<file path="config.mk">
export PLATFORM = sky130hd
export DESIGN_NAME = load_store_unit
export DESIGN_NICKNAME = d
export VERILOG_FILES = /design/src/rtl/load_store_unit.sv
export SDC_FILE = /design/constraint.sdc
export NUM_CORES = 1
export LEC_CHECK = 0
export CAP_MARGIN = 0
export CORE_MARGIN = 4
export CORE_UTILIZATION = 44
export CTS_BUF_LIST = sky130_fd_sc_hd__clkbuf_8 sky130_fd_sc_hd__clkbuf_16
export DETAILED_ROUTE_END_ITERATION = 16
export PLACE_DENSITY_LB_ADDON = 0.15
export SYNTH_ARGS = -nofsm -noshare
export SYNTH_HDL_FRONTEND = slang
export SYNTH_SLANG_ARGS = --single-unit
</file>
<file path="constraint.sdc">
create_clock -name CLK -period 2.86 [get_ports CLK]
set_input_delay 0.715 -clock CLK [delete_from_list [all_inputs] [get_ports CLK]]
set_output_delay 0.715 -clock CLK [all_outputs]
set_load 0.02 [all_outputs]
</file>
<file path="src/rtl/load_store_unit.sv">
// Load/store unit: sequences byte/half/word accesses onto a word-wide data bus,
// splitting misaligned accesses into two word transfers and serving one hardware-counter address.
`ifndef HARDWARE_COUNTER_ADDR
`define HARDWARE_COUNTER_ADDR 32'hFFFF_FFF0
`endif

module load_store_unit #(
    parameter int          ADDR_W  = 14,
    parameter logic [31:0] HC_ADDR = `HARDWARE_COUNTER_ADDR
) (
    input  logic              CLK,
    input  logic              NRST,
    input  logic              req_valid,
    output logic              req_ready,
    input  logic [2:0]        mem_load,
    input  logic [1:0]        mem_store,
    input  logic [31:0]       addr,
    input  logic [31:0]       write_data,
    output logic              resp_valid,
    output logic [31:0]       resp_data,
    output logic              busy,
    output logic              bus_req,
    output logic              bus_we,
    output logic [ADDR_W-1:0] bus_addr,
    output logic [31:0]       bus_wdata,
    output logic [3:0]        bus_wstrb,
    input  logic              bus_gnt,
    input  logic              bus_rvalid,
    input  logic [31:0]       bus_rdata,
    input  logic [31:0]       hc_data
);

    // state | meaning
    // IDLE  | ready to accept an operation
    // ACC0  | first word request on the bus, waiting for grant
    // WAIT0 | first word read outstanding
    // ACC1  | second word request (misaligned access spilling into next word)
    // WAIT1 | second word read outstanding
    // RESP  | one-cycle completion pulse
    typedef enum logic [2:0] {IDLE, ACC0, WAIT0, ACC1, WAIT1, RESP} state_t;

    state_t              state;
    logic                is_store;
    logic [2:0]          load_op;
    logic [1:0]          offset;
    logic [2:0]          size;
    logic                split;
    logic [ADDR_W-1:0]   word_addr;
    logic [31:0]         wdata_q;
    logic [31:0]         word0;
    logic [31:0]         resp_data_q;

    logic [2:0]          acc_size;
    logic                acc_is_load;
    logic [7:0]          lane_mask;
    logic                in_acc;

    function automatic logic [31:0] extract(input logic [31:0] w1, input logic [31:0] w0,
                                            input logic [1:0] off, input logic [2:0] op);
        logic [63:0] sh;
        logic [31:0] r;
        sh = {w1, w0} >> {off, 3'b000};
        case (op)
            3'b001:  r = {{24{sh[7]}}, sh[7:0]};
            3'b010:  r = {{16{sh[15]}}, sh[15:0]};
            3'b100:  r = {24'h0, sh[7:0]};
            3'b101:  r = {16'h0, sh[15:0]};
            default: r = sh[31:0];
        endcase
        return r;
    endfunction

    // Access size of the operation being presented; unknown load codes act as no-ops.
    always_comb begin
        acc_size    = 3'd0;
        acc_is_load = 1'b0;
        if (mem_store != 2'b00) begin
            acc_size = (mem_store == 2'b11) ? 3'd4 : {1'b0, mem_store};
        end else begin
            case (mem_load)
                3'b001, 3'b100: begin acc_size = 3'd1; acc_is_load = 1'b1; end
                3'b010, 3'b101: begin acc_size = 3'd2; acc_is_load = 1'b1; end
                3'b011:         begin acc_size = 3'd4; acc_is_load = 1'b1; end
                default:        begin acc_size = 3'd0; acc_is_load = 1'b0; end
            endcase
        end
    end

    always_ff @(posedge CLK or negedge NRST) begin
        if (!NRST) begin
            state       <= IDLE;
            is_store    <= 1'b0;
            load_op     <= 3'b000;
            offset      <= 2'b00;
            size        <= 3'd0;
            split       <= 1'b0;
            word_addr   <= '0;
            wdata_q     <= 32'h0;
            word0       <= 32'h0;
            resp_data_q <= 32'h0;
        end else begin
            case (state)
                IDLE: if (req_valid) begin
                    is_store  <= (mem_store != 2'b00);
                    load_op   <= mem_load;
                    offset    <= addr[1:0];
                    size      <= acc_size;
                    split     <= ({2'b00, addr[1:0]} + {1'b0, acc_size}) > 4'd4;
                    word_addr <= addr[ADDR_W+1:2];
                    wdata_q   <= write_data;
                    if (mem_store != 2'b00) begin
                        state <= ACC0;
                    end else if (!acc_is_load) begin
                        resp_data_q <= 32'h0;
                        state       <= RESP;
                    end else if (mem_load == 3'b011 && addr == HC_ADDR) begin
                        resp_data_q <= hc_data;
                        state       <= RESP;
                    end else begin
                        state <= ACC0;
                    end
                end
                ACC0: if (bus_gnt) begin
                    if (!is_store) begin
                        state <= WAIT0;
                    end else if (split) begin
                        state <= ACC1;
                    end else begin
                        resp_data_q <= 32'h0;
                        state       <= RESP;
                    end
                end
                ACC1: if (bus_gnt) begin
                    if (is_store) begin
                        resp_data_q <= 32'h0;
                        state       <= RESP;
                    end else begin
                        state <= WAIT1;
                    end
                end
                WAIT0: if (bus_rvalid) begin
                    word0 <= bus_rdata;
                    if (split) begin
                        state <= ACC1;
                    end else begin
                        resp_data_q <= extract(32'h0, bus_rdata, offset, load_op);
                        state       <= RESP;
                    end
                end
                WAIT1: if (bus_rvalid) begin
                    resp_data_q <= extract(bus_rdata, word0, offset, load_op);
                    state       <= RESP;
                end
                RESP:    state <= IDLE;
                default: state <= IDLE;
            endcase
        end
    end

    // Bytes touched across the two words: low nibble for ACC0, high nibble for ACC1.
    assign lane_mask = ((8'd1 << size) - 8'd1) << offset;
    assign in_acc    = (state == ACC0) || (state == ACC1);

    always_comb begin
        bus_req   = in_acc;
        bus_we    = in_acc && is_store;
        bus_addr  = (state == ACC1) ? word_addr + 1'b1 : word_addr;
        bus_wdata = 32'h0;
        bus_wstrb = 4'b0000;
        if (in_acc && is_store) begin
            if (state == ACC1) begin
                bus_wdata = wdata_q >> {(3'd4 - {1'b0, offset}), 3'b000};
                bus_wstrb = lane_mask[7:4];
            end else begin
                bus_wdata = wdata_q << {offset, 3'b000};
                bus_wstrb = lane_mask[3:0];
            end
        end
    end

    assign req_ready  = (state == IDLE);
    assign busy       = (state != IDLE);
    assign resp_valid = (state == RESP);
    assign resp_data  = resp_data_q;

endmodule

</file>
Yosys cells after proc, flatten, opt, wreduce, memory -nomap -nowiden
Cells that the tools add are included.
{"block": "totals", "reg_bits": 123, "in_bits": 138, "output_inout_bits": 87, "wordCells": 99}
{"block": "classes", "n_addsub": 4, "order_cmp": 1, "n_eq_ne": 27, "shifts": 6, "n_mux": 37, "n_reduce_logical": 14}
{"op": "32-bit two-way mux", "count": 14}
{"op": "32-bit one-hot mux with 4 select lines", "count": 2}
{"op": "32-bit one-hot mux with 5 select lines", "count": 1}
{"op": "64-bit by 5-bit >> shifter with 32-bit output", "count": 1}
{"op": "3-bit two-way mux", "count": 12}
{"op": "32-bit == test, second input constant", "count": 1}
{"op": "32-bit by 5-bit << shifter with 32-bit output", "count": 1}
{"op": "32-bit by 5-bit >> shifter with 32-bit output", "count": 1}
{"op": "32-bit by 6-bit >> shifter with 32-bit output", "count": 1}
{"op": "2-bit != test, second input constant", "count": 10}
{"op": "3-bit == test, second input constant", "count": 6}
{"op": "3-bit by 2-bit == test with 1-bit output, second input constant", "count": 5}
{"op": "3-bit one-hot mux with 5 select lines", "count": 1}
{"op": "14-bit by 1-bit adder with 14-bit output, second input constant", "count": 1}
{"op": "14-bit two-way mux", "count": 1}
{"op": "12-bit AND reduction", "count": 1}
{"op": "3-bit by 1-bit == test with 1-bit output, second input constant", "count": 3}
{"op": "3-bit one-hot mux with 3 select lines", "count": 1}
{"op": "4-bit two-way mux", "count": 2}
{"op": "1-bit by 3-bit << shifter with 8-bit output, first input constant", "count": 1}
{"op": "8-bit by 2-bit << shifter with 8-bit output", "count": 1}
{"op": "8-bit by 1-bit subtractor with 8-bit output, second input constant", "count": 1}
{"op": "5-bit AND reduction", "count": 1}
{"op": "5-bit nonzero test", "count": 1}
{"op": "other kinds (14)", "count": 19}

Logic depth before layout (Yosys ltp)
Gate-level depths: netlist (run 1).
{"block": "depth", "word_depth": 8, "ltp_mapped": 11, "depth_no_buf": 10}

Least setup slack after synthesis (run 1)
Ideal clock, no wire load.
{"block": "synth_timing", "path_type": "reg-to-output", "startpoint": "reg offset[0]", "endpoint": "out bus_wdata[14]", "arrival_time_ns": 2.743, "required_time_ns": 2.145, "slack_ns": -0.598, "path_stages_with_launch": 10, "n_path_buf": 4, "path_cell_list": "dfrtp_1 > buf_2 > inv_1 > clkbuf_1 > clkbuf_1 > ha_1 > nor3_2 > clkbuf_1 > a221oi_1 > nor3_1"}
{"block": "synth_via", "elab_chain_len": 4, "word_cells_on_any_way": 5, "cone_classes": "add/sub: 1; shift: 2; mux: 2"}
{"element": "start, declared", "line": "45", "text": "logic [1:0] offset;"}
{"element": "start signal, assigned", "line": "106", "text": "offset <= addr[1:0];"}
{"element": "3-bit by 2-bit subtractor with 3-bit output", "line": "172", "text": "bus_wdata = wdata_q >> {(3'd4 - {1'b0, offset}), 3'b000};"}
{"element": "32-bit by 6-bit >> shifter with 32-bit output", "line": "172"}
{"element": "32-bit two-way mux (*)", "line": "171", "text": "if (state == ACC1) begin"}
{"element": "32-bit two-way mux (*)", "line": "170", "text": "if (in_acc && is_store) begin"}
{"element": "end, declared", "line": "25", "text": "output logic [31:0] bus_wdata,"}
Mark *: on every way between the ends. The rest lies on a longest branch, timed or not.

Final worst setup path (run 1)
{"block": "layout_timing", "startpoint": "reg size[1]", "endpoint": "out bus_wstrb[1]"}
{"block": "layout_via", "elab_chain_len": 5}
{"element": "start, declared", "line": "46", "text": "logic [2:0] size;"}
{"element": "start signal, assigned", "line": "107", "text": "size <= acc_size;"}
{"element": "1-bit by 3-bit << shifter with 8-bit output", "line": "161", "text": "assign lane_mask = ((8'd1 << size) - 8'd1) << offset;"}
{"element": "8-bit by 1-bit subtractor with 8-bit output", "line": "161"}
{"element": "8-bit by 2-bit << shifter with 8-bit output", "line": "161"}
{"element": "4-bit two-way mux", "line": "171"}
{"element": "4-bit two-way mux", "line": "170"}
{"element": "end, declared", "line": "26", "text": "output logic [3:0] bus_wstrb,"}
Every way passes these cells.

==> results of run 1 <==
final timing paths:
path / end
max: bus_wstrb[1]
min: word0[1]
max reg2reg: resp_data[28]
min reg2reg: word0[10]
max in group asynchronous: offset[0]
min in group CLK: word0[10]
metal layers:
layer	vias to the layer above	global-route usage, %	wire, µm
met2	411	46.4	15400
met1	4440	33.8	12600
met5	-	0	0
li1	4424	-	-
met3	81	5.83	2340
met4	0	10.4	1120
cell usage in the layout, fill, tap and decap left out, types with 22 or more instances in the layout:
| cell type | synthesis | routed |
|---|---|---|
| o21ai_0 | 58 | 55 |
| buf_6 | 3 | 26 |
| a21oi_1 | 74 | 74 |
| buf_4 | 2 | 136 |
| mux2_2 | 57 | 57 |
| clkdlybuf4s50_1 | 0 | 172 |
| nor2_1 | 73 | 68 |
| mux2i_1 | 59 | 59 |
| nand2_1 | 240 | 236 |
| nor3_2 | 2 | 22 |
| dfrtp_1 | 123 | 121 |
synthesized netlist by cell type, types with 2 or more instances:
cell type	number	share of area [%]
o22ai_1	12	0.86
a22oi_1	26	2.2
inv_1	17	0.73
o2bb2ai_1	2	0.20
buf_6	3	0.39
o22a_1	7	0.70
mux2i_1	59	6.8
xnor2_1	15	1.5
buf_1	8	0.34
buf_4	2	0.17
nor3_1	30	1.7
mux2_2	57	7.3
o211ai_1	2	0.17
nand2b_1	9	0.64
a31oi_1	13	0.93
a21boi_0	3	0.26
a32oi_1	8	0.80
dfrtp_1	123	35
mux4_2	2	0.52
nand3_1	12	0.69
a221oi_1	16	1.6
a21o_1	4	0.34
nor2_1	73	3.1
a222oi_1	6	0.69
buf_2	35	2.0
nor4_1	2	0.14
nand4_1	9	0.64
ha_1	5	0.72
o221ai_1	5	0.50
a21oi_1	74	4.2
and3_1	4	0.29
a211oi_1	19	1.6
clkbuf_1	35	1.5
o21ai_1	2	0.11
xor2_1	4	0.40
nand2_1	240	10
nor3_2	2	0.23
a32o_1	8	0.92
nor2b_1	22	1.6
and2_1	5	0.36
o21ai_0	58	3.3
nand3b_1	5	0.43
o21a_1	2	0.17
timing repair:
| item | CTS | global route |
|---|---|---|
| resized for setup | 256 | 92 |
| pin swaps | 21 | 43 |
| setup endpoints to repair | 53 | 48 |
| cloned | 2 | 0 |
| hold endpoints to repair | 0 | 0 |
| setup buffers | 18 | 17 |
area by class of cell:
class / count / area (µm²) / area share [%]
timing repair buffer: 363 / 3440 / 25.9
clock inverter: 15 / 199 / 1.50
inverter: 19 / 76.3 / 0.575
sequential: 123 / 3090 / 23.3
clock buffer: 17 / 425 / 3.21
multi-input combinational: 842 / 5710 / 43.1
tap: 265 / 332 / 2.50
critical path: cells and delay by family (launching register included):
family	cells	cell delay, ps
and+or+nand+nor	3	500
AOI/OAI and AO/OA	4	530
buffers and inverters	3	410
DFF	1	420
adders and majority gates	1	190
power by group through the flow:
stage	logic (mW)	clock network [mW]	registers, mW
floorplan	5.82	0	3.45
global placement	9.23	0	3.39
detailed placement	9.37	0	3.42
CTS	9.86	2.36	3.43
global route	11.3	2.44	3.63
finish	10.4	2.33	3.52
cell families (layout without fill, tap and decap cells):
logic type | Yosys count | after routing | synth area share [%]
AOI/OAI and AO/OA | 276 | 276 | 20.9
xor gates and xnor gates | 19 | 19 | 1.90
adders and majority gates | 6 | 6 | 0.944
buffers and inverters | 102 | 414 | 5.22
DFF | 123 | 123 | 35.2
muxes | 118 | 118 | 14.6
and+or+nand+nor | 423 | 423 | 21.2
stage by stage:
stage / instances / area (µm²) / util, % / hold WS [ps] / total power, mW
after floorplan: 1067 / 8890 / - / 419 / 9.27
after global placement: 1580 / 12000 / 61.3 / 489 / 12.6
after detailed placement: 1580 / 12000 / 61.3 / 495 / 12.8
after CTS: 1632 / 12900 / 65.9 / 419 / 15.7
after global routing: 1644 / 13300 / 68.0 / 441 / 17.3
final: 1644 / 13300 / 68.0 / 370 / 16.3
flip-flops by register name, indices dropped and copies added, names as in the netlist:
signal / count
word_addr: 14
is_store: 1
word0: 32
wdata_q: 32
load_op: 3
state: 3
size: 3
resp_data: 32
split: 1
offset: 2
==> metrics.txt, run 1 <==
Yosys reg bits 123; total gr overflow 0; DR DRC count 0; Critical R2R Launch offset[1]; clock-pin slew on the worst setup and hold paths 60 ps; Pre-Repair DR Iteration Count 6; worst reg2reg path depth 9; crit start category flop; yosys warns 0; Final GP Congestion 0.938; ys flop type dfrtp_1; H-tree levels 4; Comb power frac 64.0%; P_sw 7.39 mW; MaxCap Viol Count 0; antenna cell count 0; Worst path max stage delay 420 ps; Clock Sinks 123; fraction of registers with async set/reset 100%; Cells after Synth 1067; failing checks negative setup slack; Final WS setup -318 ps; IR drop worst, VDD 0.719 mV; outcome finished, violations left; Pwr Density 1230 mW/mm²; Chip Width 149 µm; Leak Pwr 5.69 nW; Clk pwr share 14.3%; Post-Syn Area per Cell 8.20 µm²; Max Buffers Root-to-Sink 2; initial antenna violation count 0; DIE HEIGHT 149 µm; P_int 8.89 mW; Slew Limit Fails 0; total negative setup slack -2030 ps; core area 0.0195 mm²; GRT Util Overall 27.2%; initial core utilization 44.8%; largest net degree at the start of global routing 124; share of cells above drive strength 1 26.9%; Critical Path AT 2460 ps; root buf cell clkbuf_16; drt wl/cell 19.1 µm; worst path cell trace nor3_2, inv_2, ha_4, nor3_2, o21ai_2, nand2_2, a32o_2, o21ai_1, buf_4, a211oi_2, buf_4; WS Path Type flop to output port; Worst Setup SP size[1]; crit-path max FO 6; Max-slew headroom 44.9%; FMAX 315 MHz; syn nets 1211; Nets 1510; Setup WS pre-CTS -435 ps; vias post-DR 9356; TritonCTS clock tree built; area grow syn2layout 51.7%; number of DRC markers in iteration 0 798; vias in the first global route 9325; RSZ-0062 raised after global routing true; Tightest Pin Transition 818 ps; Seq/Total Area, Yosys 35.2%; IO Port Bufs 224; setup slack, reg-to-reg 150 ps; Routed Antenna Nets 0; crit end category output port; cts hold-fix bufs 0; DR vias/cell 5.69; EDFF count, synth 0; die area 0.0222 mm²; Num CTS Buffers 17; Crit-path slowest cell dfrtp_1; post-DP HPWL 21600 µm; Worst Path Required 2140 ps; Flop pwr share 21.6%; Routed WL 31500 µm; fin crit period 3180 ps; Worst-Skew Late Latency 430 ps; Final Hold Vio Count 0; final period utilization 111%; Synth cell types 65; switch share 45.4%; synthesized cell area 0.00874 mm²; Cell Rows 51; Hold Path Class input pin to asynchronous set/reset pin; endpoints failing setup 17; Final Skew 9.59 ps; io pins 225; count of filler cells inserted in the layout 1657; first-pass GRT wire length 48100 µm
No activity file was read; power rests on OpenSTA's default activity.
==> inputs of run 2 (changes only) <==
- CTS_CLUSTER_DIAMETER: unset -> 60
==> results of run 2 <==
No change in the layout: final DEF, timing and power equal those of run 1.
==> inputs of run 3 (changes only) <==
- GPL_ROUTABILITY_DRIVEN: unset -> 0
==> metrics.txt, run 3 (same netlist as run 1, synthesis figures left out) <==
Crit-path slowest cell dfrtp_2 (was dfrtp_1); GRT Util Overall 27.1% (was 27.2%); root buf cell clkbuf_16 (unchanged); die area 0.0222 mm² (unchanged); largest net degree at the start of global routing 52 (was 124); final period utilization 112% (was 111%); Routed Antenna Nets 0 (unchanged); area grow syn2layout 49.7% (was 51.7%); Max-slew headroom 47.6% (was 44.9%); Final WS setup -329 ps (was -318 ps); post-DP HPWL 21800 µm (was 21600 µm); Tightest Pin Transition 777 ps (was 818 ps); cts hold-fix bufs 0 (unchanged); worst path cell trace nor3_4, inv_2, ha_4, buf_6, nor3_4, o21ai_2, nand2_1, a32o_1, o21ai_1, buf_4, a211oi_2, buf_4 (was nor3_2, inv_2, ha_4, nor3_2, o21ai_2, nand2_2, a32o_2, o21ai_1, buf_4, a211oi_2, buf_4); total gr overflow 0 (unchanged); DIE HEIGHT 149 µm (unchanged); Leak Pwr 5.66 nW (was 5.69 nW); vias post-DR 9384 (was 9356); Worst-Skew Late Latency 420 ps (was 430 ps); FMAX 314 MHz (was 315 MHz); drt wl/cell 18.8 µm (was 19.1 µm); Inst Count DP 1581 (was 1580); Pre-Repair DR Iteration Count 5 (was 6); first-pass GRT wire length 48100 µm (about the same); failing checks negative setup slack (unchanged); Critical Path AT 2470 ps (was 2460 ps); Final Hold Vio Count 0 (unchanged); Num CTS Buffers 17 (unchanged); Clock Sinks 123 (unchanged); Nets 1503 (was 1510); initial antenna violation count 0 (unchanged); worst reg2reg path depth 10 (was 9); crit end category output port (unchanged); Worst path max stage delay 450 ps (was 420 ps); Pwr Density 1210 mW/mm² (was 1230 mW/mm²); IR drop worst, VDD 0.669 mV (was 0.719 mV); core area 0.0195 mm² (unchanged); WS Path Type flop to output port (unchanged); clock-pin slew on the worst setup and hold paths 70 ps (was 60 ps); DR DRC count 0 (unchanged); endpoints failing setup 18 (was 17); commonest non-fill, non-tap cells in the layout nand2_1, clkdlybuf4s50_1, buf_4 (unchanged); io pins 225 (unchanged); Cell Rows 51 (unchanged); H-tree levels 4 (unchanged); Final Skew 8.34 ps (was 9.59 ps); DR vias/cell 5.73 (was 5.69); commonest non-fill, non-tap cell in the layout nand2_1 (unchanged); outcome finished, violations left (unchanged); Critical R2R Launch offset[1] (unchanged); Routed WL 30800 µm (was 31500 µm); Slew Limit Fails 0 (unchanged); dpl cell area 0.0120 mm² (about the same); TritonCTS clock tree built (unchanged); vias in the first global route 9220 (was 9325); Non-Filler Instances 1637 (was 1644); worst reg2reg endpoint resp_data[17] (was resp_data[28]); RSZ-0062 raised after global routing true (unchanged); Final Instance Area 0.0131 mm² (was 0.0133 mm²); Chip Width 149 µm (unchanged); setup slack, reg-to-reg 200 ps (was 150 ps); antenna cell count 0 (unchanged); initial core utilization 44.8% (unchanged); crit start category flop (unchanged); Max Buffers Root-to-Sink 2 (unchanged); fin crit period 3190 ps (was 3180 ps); share of cells above drive strength 1 25.7% (was 26.9%); MaxCap Viol Count 0 (unchanged); crit-path max FO 6 (unchanged); number of DRC markers in iteration 0 696 (was 798); IO Port Bufs 224 (unchanged); Hold Path Class input pin to asynchronous set/reset pin (unchanged); total negative setup slack -1910 ps (was -2030 ps); Worst Path Required 2140 ps (about the same)
==> run 3: cell count changes in the layout (fill, tap and decap cells not counted), sizes merged <==
cell	change
buf	-6
bufinv	-2
clkdlybuf4s50	-2
clkinv	-2
clkinvlp	+2
dlymetal6s2s	+2
inv	+2
bufbuf	-1
==> run 3: area by class of cell <==
type | count | area [µm²]
clock inverters | 15 | 169
clock buffers | 17 | 425
well taps | 265 | 332
multi-input cells | 842 | 5680
fillers | 1632 | 6430
flip-flops and latches | 123 | 3090
repair buffers | 356 | 3320
inverters | 19 | 73.8
==> run 3: metrics by stage <==
| step | util [%] | hold slack [ps] | power (mW) | setup WS, ps |
|---|---|---|---|---|
| floorplan | - | 419 | 9.27 | 19.0 |
| global placement | 61.4 | 489 | 12.6 | -403 |
| detailed placement | 61.4 | 495 | 12.7 | -454 |
| CTS | 65.0 | 187 | 15.3 | -264 |
| global route | 67.1 | 193 | 17.0 | -511 |
| finish | 67.1 | 191 | 15.9 | -329 |
==> run 3: timing repair <==
item                       CTS  global route
gates cloned                 1             0
pin swaps                   20            28
setup endpoints to repair   52            65
resized for setup          244            88
buffers inserted            12            12
==> run 3: how the worst max path moves through the flow <==
| stage | from | to | slack, ps | depth (start not counted) |
|---|---|---|---|---|
| 2_1_floorplan | size[0] | bus_wstrb[0] | 20 | 11 |
| 3_3_place_gp | size[2] | bus_wstrb[0] | -400 | 10 |
| 3_5_place_dp | size[2] | bus_wstrb[0] | -450 | 10 |
| 4_1_cts | size[0] | bus_wstrb[0] | -260 | 10 |
| 5_1_grt | size[2] | bus_wstrb[0] | -510 | 11 |
| 6_report | size[2] | bus_wstrb[3] | -330 | 12 |
==> run 3: layer usage <==
| metal | vias up | routed length, µm | GRT usage (%) |
|---|---|---|---|
| met5 | - | 0 | 0 |
| met4 | 0 | 1080 | 10.8 |
| met3 | 63 | 2370 | 5.17 |
| li1 | 4422 | - | - |
| met1 | 4453 | 12200 | 34.4 |
| met2 | 446 | 15200 | 45.7 |
==> run 3: power by group <==
group	switching, mW	internal [mW]
logic	5.42	4.72
registers	0.906	2.62
clock network	0.962	1.25
==> run 3: critical path, delay by kind of cell (launching register included) <==
kind | cells | cell delay [ps]
AO/OA/AOI/OAI | 4 | 430
adder cells (fa/ha/maj) | 1 | 190
buffers and inverters | 4 | 530
flip-flops | 1 | 450
AND/OR/NAND/NOR | 3 | 450
